<file path="src/rtl/instr_fetch_if.sv">
// Instruction-memory request/ready channel between the fetch stage and memory.
// The fetch side holds req with a stable address until ready is sampled high.
interface instr_fetch_if #(
    parameter int ADDR_W  = 8,
    parameter int INSTR_W = 8
);
    logic               imem_req;
    logic [ADDR_W-1:0]  imem_addr;
    logic [INSTR_W-1:0] imem_rdata;
    logic               imem_ready;

    modport master (
        output imem_req,
        output imem_addr,
        input  imem_rdata,
        input  imem_ready
    );

    modport slave (
        input  imem_req,
        input  imem_addr,
        output imem_rdata,
        output imem_ready
    );
endinterface

</file>
<file path="src/rtl/instr_fetch.sv">
// Fetch stage: PC, one-entry fetch buffer and IR, feeding the CPU controller.
// Stalls with op=NOP until fetched data is available in the buffer.
module instr_fetch #(
    parameter int ADDR_W  = 8,
    parameter int INSTR_W = 8
) (
    input  logic              clk,
    input  logic              CLB,
    input  logic              LoadIR,
    input  logic              IncPC,
    input  logic              SelPC,
    input  logic              LoadPC,
    input  logic [ADDR_W-1:0] reg_target,
    instr_fetch_if.master     imem,
    output logic [3:0]        op,
    output logic [3:0]        operand,
    output logic              ir_valid,
    output logic [ADDR_W-1:0] pc,
    output logic              halted
);

    typedef enum logic [1:0] {
        S_REQ   = 2'd0,
        S_FULL  = 2'd1,
        S_FLUSH = 2'd2
    } state_t;

    state_t             state_q;
    logic [ADDR_W-1:0]  pc_q;
    logic [ADDR_W-1:0]  addr_q;
    logic [INSTR_W-1:0] ir_q;
    logic [INSTR_W-1:0] fbuf_q;
    logic               ir_valid_q;
    logic               req_q;

    logic [ADDR_W-1:0]  pc_inc;
    logic [ADDR_W-1:0]  jump_tgt;
    logic               mem_done;
    logic               req_wait;

    assign pc_inc   = pc_q + ADDR_W'(1);
    assign jump_tgt = SelPC ? reg_target
                            : ADDR_W'(ir_q[3:0]);
    assign mem_done = req_q & imem.imem_ready;
    assign req_wait = (state_q == S_REQ) & req_q
                    & ~imem.imem_ready;

    // fbuf is valid exactly while in S_FULL
    always_ff @(posedge clk or negedge CLB) begin
        if (!CLB) begin
            state_q    <= S_REQ;
            pc_q       <= '0;
            addr_q     <= '0;
            ir_q       <= '0;
            fbuf_q     <= '0;
            ir_valid_q <= 1'b0;
            req_q      <= 1'b0;
        end else if (LoadPC) begin
            pc_q       <= jump_tgt;
            ir_valid_q <= 1'b0;
            req_q      <= 1'b1;
            unique case (1'b1)
                state_q == S_FLUSH: begin
                    if (imem.imem_ready) begin
                        state_q <= S_REQ;
                        addr_q  <= jump_tgt;
                    end
                end
                req_wait: begin
                    state_q <= S_FLUSH;
                end
                default: begin
                    state_q <= S_REQ;
                    addr_q  <= jump_tgt;
                end
            endcase
        end else begin
            unique case (1'b1)
                state_q == S_FULL: begin
                    if (LoadIR) begin
                        ir_q       <= fbuf_q;
                        ir_valid_q <= 1'b1;
                    end
                    if (IncPC) begin
                        pc_q    <= pc_inc;
                        addr_q  <= pc_inc;
                        req_q   <= 1'b1;
                        state_q <= S_REQ;
                    end
                end
                state_q == S_FLUSH: begin
                    if (imem.imem_ready) begin
                        state_q <= S_REQ;
                        addr_q  <= pc_q;
                    end
                end
                default: begin
                    req_q   <= 1'b1;
                    state_q <= S_REQ;
                    if (mem_done) begin
                        fbuf_q  <= imem.imem_rdata;
                        req_q   <= 1'b0;
                        state_q <= S_FULL;
                    end
                end
            endcase
        end
    end

    assign imem.imem_req  = req_q;
    assign imem.imem_addr = addr_q;

    assign op       = ir_valid_q ? ir_q[INSTR_W-1 -: 4]
                                 : 4'b0000;
    assign operand  = ir_q[3:0];
    assign ir_valid = ir_valid_q;
    assign pc       = pc_q;
    assign halted   = ir_valid_q
                    & (ir_q[INSTR_W-1 -: 4] == 4'hF);

endmodule
</file>
<file path="src/flat_wrapper.sv">
// flat-port wrapper written by rule: the top's interface ports become plain ports
module instr_fetch_flat 
#(
    parameter int ADDR_W  = 8,
    parameter int INSTR_W = 8
)
  (clk, CLB, LoadIR, IncPC, SelPC, LoadPC, reg_target, op, operand, ir_valid, pc, halted, imem_imem_req, imem_imem_addr, imem_imem_rdata, imem_imem_ready);
  instr_fetch_if #(.ADDR_W(ADDR_W), .INSTR_W(INSTR_W)) imem_i ();
  input  logic clk;
  input  logic CLB;
  input  logic LoadIR;
  input  logic IncPC;
  input  logic SelPC;
  input  logic LoadPC;
  input  logic [ADDR_W-1:0] reg_target;
  output logic [3:0] op;
  output logic [3:0] operand;
  output logic ir_valid;
  output logic [ADDR_W-1:0] pc;
  output logic halted;
  output wire logic [$bits(imem_i.imem_req)-1:0] imem_imem_req;
  output wire logic [$bits(imem_i.imem_addr)-1:0] imem_imem_addr;
  input wire logic [$bits(imem_i.imem_rdata)-1:0] imem_imem_rdata;
  input wire logic [$bits(imem_i.imem_ready)-1:0] imem_imem_ready;
  assign imem_imem_req = imem_i.imem_req;
  assign imem_imem_addr = imem_i.imem_addr;
  assign imem_i.imem_rdata = imem_imem_rdata;
  assign imem_i.imem_ready = imem_imem_ready;
  instr_fetch #(.ADDR_W(ADDR_W), .INSTR_W(INSTR_W)) u_core (.clk(clk), .CLB(CLB), .LoadIR(LoadIR), .IncPC(IncPC), .SelPC(SelPC), .LoadPC(LoadPC), .reg_target(reg_target), .imem(imem_i), .op(op), .operand(operand), .ir_valid(ir_valid), .pc(pc), .halted(halted));
endmodule
</file>
<file path="config.mk">
export PLATFORM = sky130hd
export DESIGN_NAME = instr_fetch_flat
export DESIGN_NICKNAME = d
export VERILOG_FILES = /design/src/rtl/instr_fetch_if.sv /design/src/rtl/instr_fetch.sv /design/src/flat_wrapper.sv
export SDC_FILE = /design/constraint.sdc
export NUM_CORES = 1
export LEC_CHECK = 0
export CORE_UTILIZATION = 45
export CTS_BUF_LIST = sky130_fd_sc_hd__clkbuf_4 sky130_fd_sc_hd__clkbuf_8
export DETAILED_ROUTE_END_ITERATION = 8
export HOLD_SLACK_MARGIN = 0.1
export PLACE_DENSITY = 0.78
export SKIP_CTS_REPAIR_TIMING = 1
export SYNTH_ARGS = -nofsm -noshare
export SYNTH_HDL_FRONTEND = slang
export SYNTH_SLANG_ARGS = --single-unit
</file>
<file path="constraint.sdc">
create_clock -name clk -period 1.65 [get_ports clk]
set_input_delay 0.165 -clock clk [delete_from_list [all_inputs] [get_ports clk]]
set_output_delay 0.165 -clock clk [all_outputs]
set_load 0.005 [all_outputs]
</file>
==> results.md, run 1 <==
- DRC: 0
- Post-synth EDFFs: 0
- Crit start category: flip-flop
- Synth area leaders: dfrtp_1 47%, mux2_2 11%, nand2_1 3.5%, o21ai_0 3.4%, xnor2_1 2.7%
- Max-cap violation count: 0
- Detailed Routing Iterations Pass 1: 4
- Placed cell areas: 0.00260 mm²
- Layout Area Growth over Synthesis: 44.5%
- Post-synth top area share: 46.8%
- Gr ovfl total: 0
- CTS tree: done
- Initial core utilization: 47.4%
- Peak VDD IR: 0.703 mV
- Worst min path class: in -> async
- Rel. slew slack: 69.3%
- Final setup margin: -15.3 ps
- Antenna viol nets, final: 0
- Sequential Area: 901 µm²
- Fmax: 601 MHz
- Layout Nets: 274
- Buffers on Ports: 49
- Tcrit/Tclk final: 101%
- Routed WL: 4.24 mm
- Most frequent cell after synthesis: dfrtp_1
- # fillers: 330
- Synth Cell Area: 0.00192 mm²
- Synthesized Nets: 207
- Die span in y: 67.4 µm
- Reg clk slew, reported paths: 70 ps
- Post-synthesis register bit count: 36
- DIE AREA: 0.00454 mm²
- Die Wd: 67.4 µm
- Layout cell share with drive strength beyond 1: 27.1%
- Post-synth top cells: 36 x dfrtp_1, 18 x mux2_2, 18 x nand2_1, 13 x o21ai_0
- Minimum clock period: 1670 ps
- Final non-filler cell total: 297
- Final setup skew: 8.30 ps
- Hpwl dp: 3.18 mm
- Final-report hold violation count: 0
- Placed Cells: 288
- Total power: 3180 µW
- Post-synth ARST share: 100%
- I/O pins: 50
- Core area: 0.00406 mm²
- Ant diodes: 0
- CP Data Required Time: 1820 ps
- WL per Instance: 14.3 µm
- Clk root buf: clkbuf_8
- Crit path arrival time: 1830 ps
- Insertion delay to the later sink of the worst-skew pair: 290 ps
- Lkg Pwr: 0.00119 µW
- CTS HTree Levels: 2
- Area occupied by multi-input gates: 995 µm²
- Number of global-route vias before repair: 1543
- Total GRT Usage: 20.7%
- Critical path class: reg -> reg
- DR vias/cell: 5.24
- Initial antenna violation count: 0
- Design Area, Final: 0.00278 mm²
- CTS sink count: 36
- Dominant cell type by area after synthesis: dfrtp_1
- Commonest register cell after synthesis: dfrtp_1
- Post-Syn Area per Cell: 10.7 µm²
- Post-Route Utilization: 68.5%
- Failing checks: setup timing
- Critical-path maximum fanout: 9
- RSZ-0062 raised after global routing: true
- Mapped Cells: 180
- Largest net degree at the start of global routing: 37
- Syn. warnings: 0
- Hold Slack: 438 ps
- First-pass GRT wire length: 6.87 mm
- Seq/Total Area, Yosys: 46.8%
- Final Max Tran Viols: 0
- Total CTS buffers: 5
- Status: complete, but fails checks
- Critical Path End Type: flip-flop
- Vias: 1557
- Worst slew pin tran: 461 ps
- Cell Pwr Density: 1140 mW/mm²
- Iteration-0 DRC Markers: 62
- Unique cell type count in the Yosys netlist: 40
- GP Congestion: 0.754
- Finish-stage setup viols: 9
- Longest Clk Path Bufs: 2
- # rows: 23
## worst max-delay path, stage by stage, from the launching register on
cell     delay [ps]
dfrtp_1         430
inv_2            80
ha_1            350
nor3_4          210
buf_12          150
mux2_2          330
## cells in the final DEF (no fill, tap or decap), types with 2 or more instances in the layout
cell type,synthesis,routed
dfrtp_1,36,36
and3_1,2,2
xnor2_1,6,6
inv_1,5,3
ha_4,0,2
nor3_1,5,3
ha_1,4,2
mux2_2,18,18
buf_12,0,3
o21ai_0,13,12
inv_2,0,2
clkdlybuf4s50_1,0,47
mux2i_1,5,5
nor3_2,1,2
and2_1,5,4
nand3_1,4,4
o21a_1,5,5
nand4_1,2,2
a21oi_1,5,4
xor2_1,5,5
nor2_1,5,5
nand2_1,18,17
a211oi_1,3,3
nand2b_1,4,4
buf_4,4,20
clkbuf_8,0,7
o31ai_1,2,2
## power by group
group | switching [µW] | total, µW | internal (µW) | leakage, µW
logic | 433 | 1160 | 731 | 0.000701
registers | 191 | 1340 | 1150 | 0.000434
clock network | 299 | 671 | 372 | 0.0000503
total | 923 | 3180 | 2260 | 0.00119
## final timing paths
check,startpoint,to,slack (ps),cells after the start
worst min-delay path,CLB,u_core.pc[7],440,3
worst max register to register,u_core.state_q[0],u_core.fbuf_q[0],-20,5
min in group clk,u_core.imem.imem_addr[1],u_core.imem.imem_addr[1],470,2
worst min register to register,u_core.imem.imem_addr[1],u_core.imem.imem_addr[1],470,2
max in group asynchronous,CLB,u_core.fbuf_q[2],880,3
worst max-delay path,u_core.state_q[0],u_core.fbuf_q[0],-20,5
## flip-flops by register name, indices dropped and copies added, names as in the netlist
register               count
u_core.imem.imem_addr      8
u_core.state_q             2
u_core.imem.imem_req       1
u_core.ir_valid            1
u_core.fbuf_q              8
u_core.ir_q                8
u_core.pc                  8
## through the flow
stage	worst slack [ps]	TNS [ps]
final	-15.3	-80.5
after global routing	-90.9	-1150
after CTS	-23.9	-54.8
after detailed placement	-14.1	-24.1
after global placement	23.9	0
after floorplan	-9.39	-9.39
## final cells by class
type,count,area share (%)
tap,50,2.25
timing repair buffer,73,25.5
clock buffer,7,3.46
inverter,5,0.675
multi-input combinational,126,35.8
sequential,36,32.4
## kinds of logic (layout without fill, tap and decap cells)
kind of cell	after synthesis	count (layout)	share of synthesized area (%)
XOR/XNOR	11	11	5.01
flip-flops	36	36	46.8
buffers and inverters	18	85	5.07
AND/OR/NAND/NOR	54	54	15.2
adder cells (fa/ha/maj)	4	4	2.60
multiplexers	24	24	13.9
AO/OA/AOI/OAI	33	33	11.4
## routing by layer
metal,global-route usage [%],share of wire (%),up-vias
li1,-,-,759
met1,24.4,43,744
met2,35.5,50,46
met3,6.93,5.9,8
met4,6.12,1.5,0
met5,0,0,-
(Power assumes the default switching activity.)
==> run 2, diff against run 1 <==
SKIP_LAST_GASP = 1   (was default)
==> results of run 2 <==
No change in the layout: final DEF, timing and power equal those of run 1.
==> run 3, diff against run 2 <==
CTS_CLUSTER_DIAMETER = 40   (was default)
==> results of run 3 <==
No change in the layout: final DEF, timing and power equal those of run 1.
